<file path="config.mk">
export PLATFORM = sky130hd
export DESIGN_NAME = csa_tree_pipelined_flat
export DESIGN_NICKNAME = d
export VERILOG_FILES = /design/src/rtl/csa_tree_pipelined_if.sv /design/src/rtl/csa_tree_pipelined.sv /design/src/flat_wrapper.sv
export SDC_FILE = /design/constraint.sdc
export NUM_CORES = 1
export LEC_CHECK = 0
export CAP_MARGIN = 20
export CELL_PAD_IN_SITES_DETAIL_PLACEMENT = 0
export CELL_PAD_IN_SITES_GLOBAL_PLACEMENT = 1
export CORE_MARGIN = 3
export CORE_UTILIZATION = 37
export DETAILED_ROUTE_END_ITERATION = 16
export PLACE_DENSITY_LB_ADDON = 0.3
export SLEW_MARGIN = 20
export SYNTH_ARGS = -nofsm -noshare
export SYNTH_HDL_FRONTEND = slang
export SYNTH_SLANG_ARGS = --single-unit
</file>
<file path="constraint.sdc">
create_clock -name clk -period 3.4 [get_ports clk]
set_input_delay 0.68 -clock clk [delete_from_list [all_inputs] [get_ports clk]]
set_output_delay 0.68 -clock clk [all_outputs]
set_load 0.005 [all_outputs]
</file>
<file path="src/rtl/csa_tree_pipelined_if.sv">
// Row/pair stream bundle for the carry-save reduction tree.
// Defining CSA_TREE_FINAL_ADD_EN adds the resolved out_result to the bundle.
interface csa_tree_pipelined_if #(
  parameter int WIDTH  = 32,
  parameter int NUM_PP = 9
);
  logic                      in_valid;
  logic                      in_ready;
  logic [NUM_PP*WIDTH-1:0]   in_rows;
  logic                      out_valid;
  logic                      out_ready;
  logic [WIDTH-1:0]          out_sum;
  logic [WIDTH-1:0]          out_carry;
  logic                      busy;
`ifdef CSA_TREE_FINAL_ADD_EN
  logic [WIDTH-1:0]          out_result;

  modport master (output in_valid, in_rows, out_ready,
                  input  in_ready, out_valid, out_sum, out_carry, busy, out_result);
  modport slave  (input  in_valid, in_rows, out_ready,
                  output in_ready, out_valid, out_sum, out_carry, busy, out_result);
`else
  modport master (output in_valid, in_rows, out_ready,
                  input  in_ready, out_valid, out_sum, out_carry, busy);
  modport slave  (input  in_valid, in_rows, out_ready,
                  output in_ready, out_valid, out_sum, out_carry, busy);
`endif
endinterface

</file>
<file path="src/rtl/csa_tree_pipelined.sv">
// Pipelined 3:2 carry-save reduction tree: NUM_PP rows -> sum/carry pair, lock-step valid/ready.
// Optional CSA_TREE_FINAL_ADD_EN resolves the pair into out_result from the final-stage registers.
module csa_tree_pipelined #(
  parameter int WIDTH     = 32,
  parameter int NUM_PP    = 9,
  parameter int REG_EVERY = 2
) (
  input logic               clk,
  input logic               rst_n,
  csa_tree_pipelined_if.slave bus
);

  function automatic int rows_at(int n, int lv);
    int r;
    r = n;
    for (int i = 0; i < lv; i++) r = (r / 3) * 2 + (r % 3);
    return r;
  endfunction

  function automatic int num_levels(int n);
    int r;
    int l;
    r = n;
    l = 0;
    for (int i = 0; i < 64; i++) begin
      if (r > 2) begin
        r = (r / 3) * 2 + (r % 3);
        l++;
      end
    end
    return l;
  endfunction

  localparam int LEVELS  = num_levels(NUM_PP);
  localparam int LATENCY = (LEVELS == 0) ? 1 : (LEVELS + REG_EVERY - 1) / REG_EVERY;

  typedef logic [NUM_PP-1:0][WIDTH-1:0] rows_t;

  // w_comb[k]: rows produced by level k; w_row[k]: same rows after the optional register slice
  rows_t              w_comb [0:LEVELS];
  rows_t              w_row  [0:LEVELS];
  logic               w_adv;
  logic [LATENCY-1:0] r_vld;

  assign w_adv       = !r_vld[LATENCY-1] || bus.out_ready;
  assign bus.in_ready  = w_adv;
  assign bus.out_valid = r_vld[LATENCY-1];
  assign bus.busy      = |r_vld;

  // All stages move together; a stalled output freezes the whole pipe
  always_ff @(posedge clk) begin
    if (!rst_n) begin
      r_vld <= '0;
    end else if (w_adv) begin
      r_vld[0] <= bus.in_valid;
      for (int i = 1; i < LATENCY; i++) r_vld[i] <= r_vld[i-1];
    end
  end

  generate
    for (genvar r = 0; r < NUM_PP; r++) begin : g_in
      assign w_comb[0][r] = bus.in_rows[r*WIDTH +: WIDTH];
    end

    for (genvar k = 1; k <= LEVELS; k++) begin : g_lvl
      localparam int NI = rows_at(NUM_PP, k-1);
      localparam int NG = NI / 3;
      localparam int NL = NI % 3;
      localparam int NO = 2 * NG + NL;

      for (genvar g = 0; g < NG; g++) begin : g_fa
        logic [WIDTH-1:0] w_a, w_b, w_c, w_maj;
        assign w_a   = w_row[k-1][3*g];
        assign w_b   = w_row[k-1][3*g+1];
        assign w_c   = w_row[k-1][3*g+2];
        assign w_maj = (w_a & w_b) | (w_a & w_c) | (w_b & w_c);
        assign w_comb[k][2*g]   = w_a ^ w_b ^ w_c;
        assign w_comb[k][2*g+1] = {w_maj[WIDTH-2:0], 1'b0};
      end

      for (genvar j = 0; j < NL; j++) begin : g_pass
        assign w_comb[k][2*NG+j] = w_row[k-1][3*NG+j];
      end

      for (genvar r = NO; r < NUM_PP; r++) begin : g_zero
        assign w_comb[k][r] = '0;
      end
    end

    for (genvar k = 0; k <= LEVELS; k++) begin : g_stg
      if (k == LEVELS) begin : g_fin
        // Only the last stage is reset so the pair reads zero out of reset
        logic [1:0][WIDTH-1:0] r_fin;
        always_ff @(posedge clk) begin
          if (!rst_n)     r_fin <= '0;
          else if (w_adv) r_fin <= w_comb[k][1:0];
        end
        assign w_row[k]      = w_comb[k];
        assign bus.out_sum   = r_fin[0];
        assign bus.out_carry = r_fin[1];
      end else if (k > 0 && (k % REG_EVERY) == 0) begin : g_reg
        rows_t r_stg;
        always_ff @(posedge clk) begin
          if (w_adv) r_stg <= w_comb[k];
        end
        assign w_row[k] = r_stg;
      end else begin : g_wire
        assign w_row[k] = w_comb[k];
      end
    end
  endgenerate

`ifdef CSA_TREE_FINAL_ADD_EN
  assign bus.out_result = bus.out_sum + bus.out_carry;
`endif

endmodule

</file>
<file path="src/flat_wrapper.sv">
// flat-port wrapper written by rule: the top's interface ports become plain ports
module csa_tree_pipelined_flat 
#(
  parameter int WIDTH     = 32,
  parameter int NUM_PP    = 9,
  parameter int REG_EVERY = 2
)
  (clk, rst_n, bus_in_valid, bus_in_rows, bus_out_ready, bus_in_ready, bus_out_valid, bus_out_sum, bus_out_carry, bus_busy);
  csa_tree_pipelined_if #(.WIDTH(WIDTH), .NUM_PP(NUM_PP)) bus_i ();
  input logic clk;
  input logic rst_n;
  input wire logic [$bits(bus_i.in_valid)-1:0] bus_in_valid;
  input wire logic [$bits(bus_i.in_rows)-1:0] bus_in_rows;
  input wire logic [$bits(bus_i.out_ready)-1:0] bus_out_ready;
  output wire logic [$bits(bus_i.in_ready)-1:0] bus_in_ready;
  output wire logic [$bits(bus_i.out_valid)-1:0] bus_out_valid;
  output wire logic [$bits(bus_i.out_sum)-1:0] bus_out_sum;
  output wire logic [$bits(bus_i.out_carry)-1:0] bus_out_carry;
  output wire logic [$bits(bus_i.busy)-1:0] bus_busy;
  assign bus_i.in_valid = bus_in_valid;
  assign bus_i.in_rows = bus_in_rows;
  assign bus_i.out_ready = bus_out_ready;
  assign bus_in_ready = bus_i.in_ready;
  assign bus_out_valid = bus_i.out_valid;
  assign bus_out_sum = bus_i.out_sum;
  assign bus_out_carry = bus_i.out_carry;
  assign bus_busy = bus_i.busy;
  csa_tree_pipelined #(.WIDTH(WIDTH), .NUM_PP(NUM_PP), .REG_EVERY(REG_EVERY)) u_core (.clk(clk), .rst_n(rst_n), .bus(bus_i));
endmodule
</file>
==> flow_metrics.tcl, run 1 <==
set metrics [dict create \
    cp_common_cell "clkdlybuf4s50_1" \
    hold_class "flip-flop to flip-flop" \
    dr.pass1.iters 6 \
    crit_path_max_incr_delay_ns 0.44 \
    critPathSlowestCell "clkdlybuf4s50_1" \
    grt_use_met2 0.2741 \
    cp_top_family "buffers and inverters" \
    grt_util_all_layers 0.1519 \
    clockRootBuffer "clkbuf_16" \
    htreeDepth 4 \
    core_um2 30910 \
    crit_fanout 2 \
    setup-tns-final_ns 0 \
    top_usage_layer "met2" \
    synth_seq_cells 189 \
    drt_iter0_drc 230 \
    whs_ns 0.4480 \
    die_w_um 184.0 \
    use_met1 0.1810 \
    cts_tree "built" \
    crit_required_ns 2.72 \
    wl_per_cell_um 14.71 \
    ys_warn_count 0 \
    hold_buffers 0 \
    cp_num_buf_inv 3 \
    grt_pass1_vias 7995 \
    ir_drop_mv 0.3249 \
    synthCells 946 \
    drv_cap 0 \
    numCtsBuffers 17 \
    finalWorstPathRequiredPeriod_ns 2.531 \
    rsz0062_at_grt "no" \
    drc 0 \
    grt_overflow 0 \
    critPathKind "input port to output pin" \
    min_period_over_period 0.7444 \
    cts-resized-gates 0 \
    synth.cell_area_um2 11720 \
    antenna_found_initial 0 \
    tightest_slew_ns 0.9917 \
    relSlewSlack 0.3389 \
    vias_per_cell 4.175 \
    final_nets 1810 \
    p_leak_nw 7.245 \
    synth_cell_types 23 \
    endpoint_kind "output pin" \
    ios 359 \
    final_cell_mix "clkdlybuf4s50_1, inv_1, fa_1" \
    hpwl_um 20690 \
    num_vias 7148 \
    clock_latency_ns 0.43 \
    grt_max_degree 189 \
    num_rows 64 \
    power.density_nw_per_um2 544.9 \
    cts.reportedPaths.clkPinSlew_ns 0.07 \
    crit_path_cell_trace "clkdlybuf4s50_1 -> nor2b_4 -> inv_8 -> clkdlybuf4s50_1" \
    grt_pass1_wl_um 39900 \
    die-area_um2 33850 \
    crit_arrival_ns 1.85 \
    use_met3 0.04412 \
    antenna_cells 0 \
    cts.path.max_buffers 2 \
    fin_worst_skew_ns 0.01253 \
    start_util 0.3792 \
    numPortBuffers 356 \
    outcome "completed" \
    postSynthAreaPerCell_um2 12.39 \
    setup_viol_count_final 0 \
    drv_slew 0 \
    ant_nets 0 \
    hold_viol_final 0 \
    areaGrowthSynthToFinish_pct 38.81 \
    clock-sinks 189 \
    cp-start-kind "input port" \
    drive_gt1_frac 0.02888 \
    post_cts.repair.setup_buffers 0 \
    pre_cts_ws_ns 0.8135 \
    fp.dieH_um 184.0 \
    seq_area_frac_synth 0.4296 \
    final_common_cell "clkdlybuf4s50_1" \
    fin_ws_ns 0.8691 \
    routed_wl_um 25190 \
    fmax_ghz 0.3951 \
    place.gp.congestion 0.7487 \
]
==> state kept, by name, indices dropped and copies added, names as in the netlist <==
| register | count |
|---|---|
| u_core.g_lvl.g_fa.w_b | 31 |
| u_core.g_lvl.g_fa.w_c | 62 |
| u_core.bus.out_sum | 32 |
| u_core.r_vld | 2 |
| u_core.g_lvl.g_fa.w_a | 32 |
| u_core.bus.out_carry | 30 |
==> where the power goes <==
group	internal (mW)	switching (mW)
Clock	0.969	0.935
Sequential	3.27	0.357
Combinational	1.83	1.51
==> layer usage <==
layer | part of all wire | routed length, um
met1 | 0.39 | 9762
met2 | 0.53 | 13330
met3 | 0.071 | 1800
met4 | 0.011 | 286
met5 | 0.00024 | 6
==> cells by family (layout without fill, tap and decap cells) <==
| logic type | Yosys count | in the layout | share of synthesized area |
|---|---|---|---|
| compound gates | 63 | 63 | 0.04035 |
| fa+ha+maj | 215 | 215 | 0.3653 |
| buf+inv | 336 | 705 | 0.1103 |
| simple gates | 130 | 130 | 0.04388 |
| flops | 189 | 189 | 0.4296 |
| other cells | 1 | 2 | 0.0003200 |
| xor+xnor | 12 | 12 | 0.01025 |
==> synthesized netlist by cell type <==
library cell / count / share of area
nor2b_2: 1 / 0.00075
xnor2_1: 9 / 0.0067
o21a_1: 1 / 0.00064
inv_1: 313 / 0.10
fa_1: 212 / 0.36
conb_1: 1 / 0.00032
or2_2: 1 / 0.00053
nand4_1: 1 / 0.00053
nand3b_1: 1 / 0.00064
nand3_1: 1 / 0.00043
a21boi_1: 51 / 0.033
a21boi_0: 11 / 0.0070
nand2_1: 124 / 0.040
xor2_1: 2 / 0.0015
buf_2: 10 / 0.0043
edfxtp_1: 125 / 0.32
dfxtp_1: 64 / 0.11
xor3_1: 1 / 0.0020
ha_1: 3 / 0.0032
nor4b_2: 1 / 0.0013
buf_4: 5 / 0.0032
clkbuf_1: 7 / 0.0022
inv_2: 1 / 0.00032
==> metrics by stage <==
| step | util | power, mW | area, um^2 | cells |
|---|---|---|---|---|
| after floorplan | - | 5.378 | 11720 | 947 |
| after global placement | 0.5083 | 7.029 | 15710 | 1680 |
| after detailed placement | 0.5083 | 7.110 | 15710 | 1680 |
| after CTS | 0.5263 | 9.079 | 16270 | 1712 |
| after global routing | 0.5263 | 9.686 | 16270 | 1712 |
| final | 0.5263 | 8.865 | 16270 | 1712 |
==> path summary, 6_finish.rpt <==
check                                       start                       end  slack, ns  depth (start not counted)
setup / recovery                    bus_out_ready              bus_in_ready       0.87                          4
hold / removal           u_core.bus.out_carry[12]  u_core.bus.out_carry[12]       0.45                          2
hold reg to reg          u_core.bus.out_carry[12]  u_core.bus.out_carry[12]       0.45                          2
setup reg to reg  u_core.g_lvl[3].g_fa[0].w_c[28]    u_core.bus.out_sum[28]       1.65                          4
==> worst min-delay path, stage by stage, from the launching register on <==
cell and delay [ns]:
dfxtp_1 0.31, nand2_1 0.05, a21boi_1 0.05
==> cell type report <==
class / instances / area (um^2)
sequential: 189 / 5035
clock inverter: 14 / 127.6
tap: 396 / 495.5
fill: 2774 / 14640
clock buffer: 18 / 429.2
multi-input combinational: 422 / 5401
timing repair buffer: 359 / 3593
inverter: 314 / 1186
No activity file was read; power rests on OpenSTA's default activity.
==> run 2: changes to the inputs <==
Clock period 3.4 ns to 2.65 ns, I/O delays scaled along.
==> flow_metrics.tcl, run 2 (synthesis results as in run 1) <==
set metrics [dict create \
    outcome "completed" \
    rsz0062_at_grt "no" \
    p_switching_mw 3.583 \
    hold_buffers 0 \
    ant_nets 0 \
    numCtsBuffers 17 \
    clkPwrFrac 0.215 \
    setup_viol_count_final 0 \
    fin_cells 1712 \
    fp.dieH_um 184.0 \
    cts-resized-gates 0 \
    die_w_um 184.0 \
    start_util 0.3792 \
    pwr-share-seq 0.410 \
    hpwl_um 20590 \
    tightest_slew_ns 0.7322 \
    dr.pass1.iters 4 \
    multi_input_area_um2 5401 \
    crit_path_max_incr_delay_ns 0.52 \
    place.gp.congestion 0.7506 \
    drive_gt1_frac 0.02964 \
    core_um2 30910 \
    num_rows 64 \
    cts.path.max_buffers 2 \
    num_vias 7243 \
    critPathSlowestCell "clkdlybuf4s50_1" \
    hold_viol_final 0 \
    grt_max_degree 99 \
    final_common_cell "clkdlybuf4s50_1" \
    endpoint_kind "output pin" \
    ios 359 \
    fin_worst_skew_ns 0.01146 \
    p_total_mw 11.36 \
    fmax_ghz 0.4455 \
    wl_per_cell_um 14.63 \
    dp.cells 1681 \
    routed_wl_um 25040 \
    drc 0 \
    cts_tree "built" \
    seq_area_um2 5035 \
    post_cts.repair.setup_buffers 0 \
    relSlewSlack 0.5118 \
    cp_common_cell "clkdlybuf4s50_1" \
    numPortBuffers 356 \
    grt_util_all_layers 0.1524 \
    largest_reg_flops 62 \
    ir_drop_mv 0.4167 \
    finalWorstPathRequiredPeriod_ns 2.245 \
    die-area_um2 33850 \
    areaGrowthSynthToFinish_pct 39.02 \
    grt_pass1_wl_um 40270 \
    r2r_start "u_core.g_lvl[3].g_fa[0].w_c[27]" \
    crit_required_ns 2.12 \
    internal_power_mw 7.779 \
    grt_pass1_vias 7949 \
    power.density_nw_per_um2 697.4 \
    antenna_cells 0 \
    hold_class "flip-flop to flip-flop" \
    hp-start "u_core.bus.out_sum[14]" \
    final_nets 1811 \
    critPathKind "input port to output pin" \
    vias_per_cell 4.231 \
    final_cell_mix "clkdlybuf4s50_1, inv_1, fa_1" \
    setup-tns-final_ns 0 \
    crit_arrival_ns 1.71 \
    grt_overflow 0 \
    startpoint "bus_out_ready" \
    crit_path_cell_trace "clkdlybuf4s50_1 -> nor2b_4 -> inv_8 -> clkdlybuf4s50_1" \
    crit_fanout 10 \
    p_leak_nw 7.263 \
    cp-start-kind "input port" \
    p_comb_frac 0.375 \
    drv_cap 0 \
    htreeDepth 4 \
    cts.reportedPaths.clkPinSlew_ns 0.07 \
    antenna_found_initial 0 \
    drt_iter0_drc 295 \
    clockRootBuffer "clkbuf_16" \
    clock-sinks 189 \
    min_period_over_period 0.8471 \
    fillers 2706 \
    drv_slew 0 \
    clock_latency_ns 0.42 \
    switching_share 0.3153 \
]
## run 2: through the flow
stage	util	setup slack (ns)	area (um^2)	hold slack [ns]
finish	0.5271	0.4052	16290	0.4477
global route	0.5271	0.3570	16290	0.4673
CTS	0.5271	0.3962	16290	0.4535
detailed placement	0.5094	0.2581	15740	0.4430
global placement	0.5094	0.2744	15740	0.4356
floorplan	-	0.5071	11730	0.4471
## run 2: metal layers
layer,share of wire,GRT usage
met1,0.39,0.1907
met3,0.074,0.04472
met4,0.016,0.03750
met5,0.00040,0
met2,0.52,0.2618
## run 2: power by group through the flow
stage               logic (mW)  registers, mW  clock network [mW]
global route              4.95           4.79                2.66
detailed placement        4.37           4.74                   0
CTS                       4.42           4.69                2.54
global placement          4.29           4.71                   0
finish                    4.26           4.66                2.44
floorplan                 2.22           4.68                   0
## run 2: critical path, delay by kind of cell
kind / cells / cell delay (ns)
buffers and inverters: 3 / 1.12
and+or+nand+nor: 1 / 0.07
## run 2: final timing paths
kind	slack, ns	cells after the start	end
setup / recovery	0.41	4	bus_in_ready
hold / removal	0.45	2	u_core.bus.out_sum[14]
setup reg to reg	0.93	4	u_core.bus.out_sum[27]
hold reg to reg	0.45	2	u_core.bus.out_sum[14]
## run 2: final cells by class
type	instances	share of cell area
well taps	396	0.03041
inverters	314	0.07280
multi-input cells	422	0.3315
repair buffers	360	0.2225
flip-flops and latches	189	0.3090
clock buffers	17	0.02611
clock inverters	14	0.007603
==> run 3: changes to the inputs <==
Clock period 2.65 ns to 2.3 ns, I/O delays scaled along.
==> flow_metrics.tcl, run 3 (synthesis results as in run 1) <==
set metrics [dict create \
    worst-r2r-cell-count 4 \
    grt_max_degree 75 \
    crit_path_cell_trace "clkdlybuf4s50_1 -> nor2b_4 -> inv_8 -> clkdlybuf4s50_1" \
    drc 0 \
    r2r_start "u_core.g_lvl[3].g_fa[0].w_c[10]" \
    cts.path.max_buffers 2 \
    crit_required_ns 1.84 \
    cts.reportedPaths.clkPinSlew_ns 0.07 \
    setup-tns-final_ns 0 \
    dpl-instance-area_um2 15830 \
    fp.dieH_um 184.0 \
    vias_per_cell 4.161 \
    htreeDepth 4 \
    relSlewSlack 0.6056 \
    hold_viol_final 0 \
    clockRootBuffer "clkbuf_16" \
    drt_iter0_drc 275 \
    ir_drop_mv 0.4831 \
    pwr-share-seq 0.405 \
    use_met1 0.1796 \
    cp-start-kind "input port" \
    rsz0062_at_grt "no" \
    die_w_um 184.0 \
    worstSetupPathDepth 4 \
    hold_buffers 0 \
    dr.pass1.iters 4 \
    endpoint_kind "output pin" \
    grt_util_all_layers 0.1487 \
    post_cts.repair.setup_buffers 0 \
    crit_path_max_incr_delay_ns 0.44 \
    drive_gt1_frac 0.03480 \
    final_cell_area_um2 16430 \
    final_nets 1816 \
    cts-resized-gates 0 \
    final_cell_mix "clkdlybuf4s50_1, inv_1, fa_1" \
    hold-path-cell-count 2 \
    cp_top_family "buffers and inverters" \
    outcome "completed" \
    ios 359 \
    whs_ns 0.4479 \
    p_switching_mw 4.145 \
    internal_power_mw 9.093 \
    clkPwrFrac 0.225 \
    numPortBuffers 356 \
    cp_num_buf_inv 3 \
    hp-start "u_core.bus.out_carry[10]" \
    setup_viol_count_final 0 \
    areaGrowthSynthToFinish_pct 40.23 \
    grt_use_met2 0.2587 \
    die-area_um2 33850 \
    tightest_slew_ns 0.5915 \
    grt_pass1_wl_um 39070 \
    hpwl_um 20650 \
    numCtsBuffers 17 \
    hold_class "flip-flop to flip-flop" \
    p_leak_nw 7.324 \
    num_rows 64 \
    drv_cap 0 \
    pre_cts_ws_ns -0.04207 \
    drv_slew 0 \
    grt_overflow 0 \
    place.gp.congestion 0.7595 \
    antenna_cells 0 \
    wl_per_cell_um 14.43 \
    top_usage_layer "met2" \
    p_comb_frac 0.370 \
    final_common_cell "clkdlybuf4s50_1" \
    min_period_over_period 0.9219 \
    start_util 0.3792 \
    grt_pass1_vias 7776 \
    ant_nets 0 \
    critPathSlowestCell "clkdlybuf4s50_1" \
    hold_end "u_core.bus.out_carry[10]" \
    finalWorstPathRequiredPeriod_ns 2.120 \
    clock-sinks 189 \
    num_vias 7149 \
    dp.cells 1686 \
    fmax_ghz 0.4716 \
    cts_tree "built" \
    switching_share 0.3131 \
    crit_fanout 2 \
    crit_arrival_ns 1.66 \
    reg2reg_to "u_core.bus.out_sum[10]" \
    cp_common_cell "clkdlybuf4s50_1" \
    critPathKind "input port to output pin" \
    power.density_nw_per_um2 805.5 \
    fin_cells 1718 \
    largest_reg_flops 62 \
    r2r_slack_ns 0.58 \
    fin_ws_ns 0.1796 \
    antenna_found_initial 1 \
    core_um2 30910 \
    fin_worst_skew_ns 0.01130 \
    use_met3 0.05085 \
    clock_latency_ns 0.42 \
    routed_wl_um 24800 \
]
==> run 3: changes by cell type in the layout (fill, tap and decap cells not counted), sizes merged <==
| cell | delta |
|---|---|
| buf | +5 |
| bufinv | +1 |
| clkinv | +2 |
| clkinvlp | +1 |
| inv | -3 |
==> run 3: area by class of cell <==
| type | instances | area (um^2) |
|---|---|---|
| fill | 2721 | 14480 |
| multi-input combinational | 422 | 5401 |
| sequential | 189 | 5035 |
| timing repair buffer | 365 | 3714 |
| inverter | 314 | 1186 |
| tap | 396 | 495.5 |
| clock buffer | 17 | 425.4 |
| clock inverter | 15 | 177.7 |
==> run 3: routing by layer <==
| layer | vias up | wire length, um |
|---|---|---|
| met4 | 2 | 271 |
| li1 | 3447 | - |
| met2 | 192 | 12650 |
| met5 | - | 13 |
| met3 | 24 | 1969 |
| met1 | 3484 | 9891 |
==> run 3: power groups by stage <==
stage               clock [mW]  combinational (mW)  sequential [mW]
floorplan                    0                2.56             5.39
global placement             0                4.95             5.43
detailed placement           0                5.03             5.46
CTS                       3.09                5.08             5.39
global route              3.23                5.72             5.50
finish                    2.98                4.90             5.36
==> run 3: worst reg2reg max path, stage by stage (launching register included) <==
cell and delay [ns]:
edfxtp_1 0.40, fa_1 0.55, fa_1 0.50, nand2_1 0.05
a21boi_1 0.15
==> run 3: worst max path at each step <==
stage                     startpoint                              end  slack (ns)
floorplan              bus_out_ready                     bus_in_ready        0.30
global placement    bus_in_rows[102]   u_core.g_lvl[3].g_fa[0].w_a[6]      -0.009
detailed placement  bus_in_rows[110]  u_core.g_lvl[3].g_fa[0].w_a[14]       -0.04
CTS                    bus_out_ready                     bus_in_ready        0.17
global route           bus_out_ready                     bus_in_ready        0.15
finish                 bus_out_ready                     bus_in_ready        0.18
==> run 3: per-stage QoR <==
stage,utilization,power [mW]
finish,0.5317,13.24
global route,0.5317,14.44
CTS,0.5317,13.56
detailed placement,0.5122,10.49
global placement,0.5122,10.38
floorplan,-,7.948
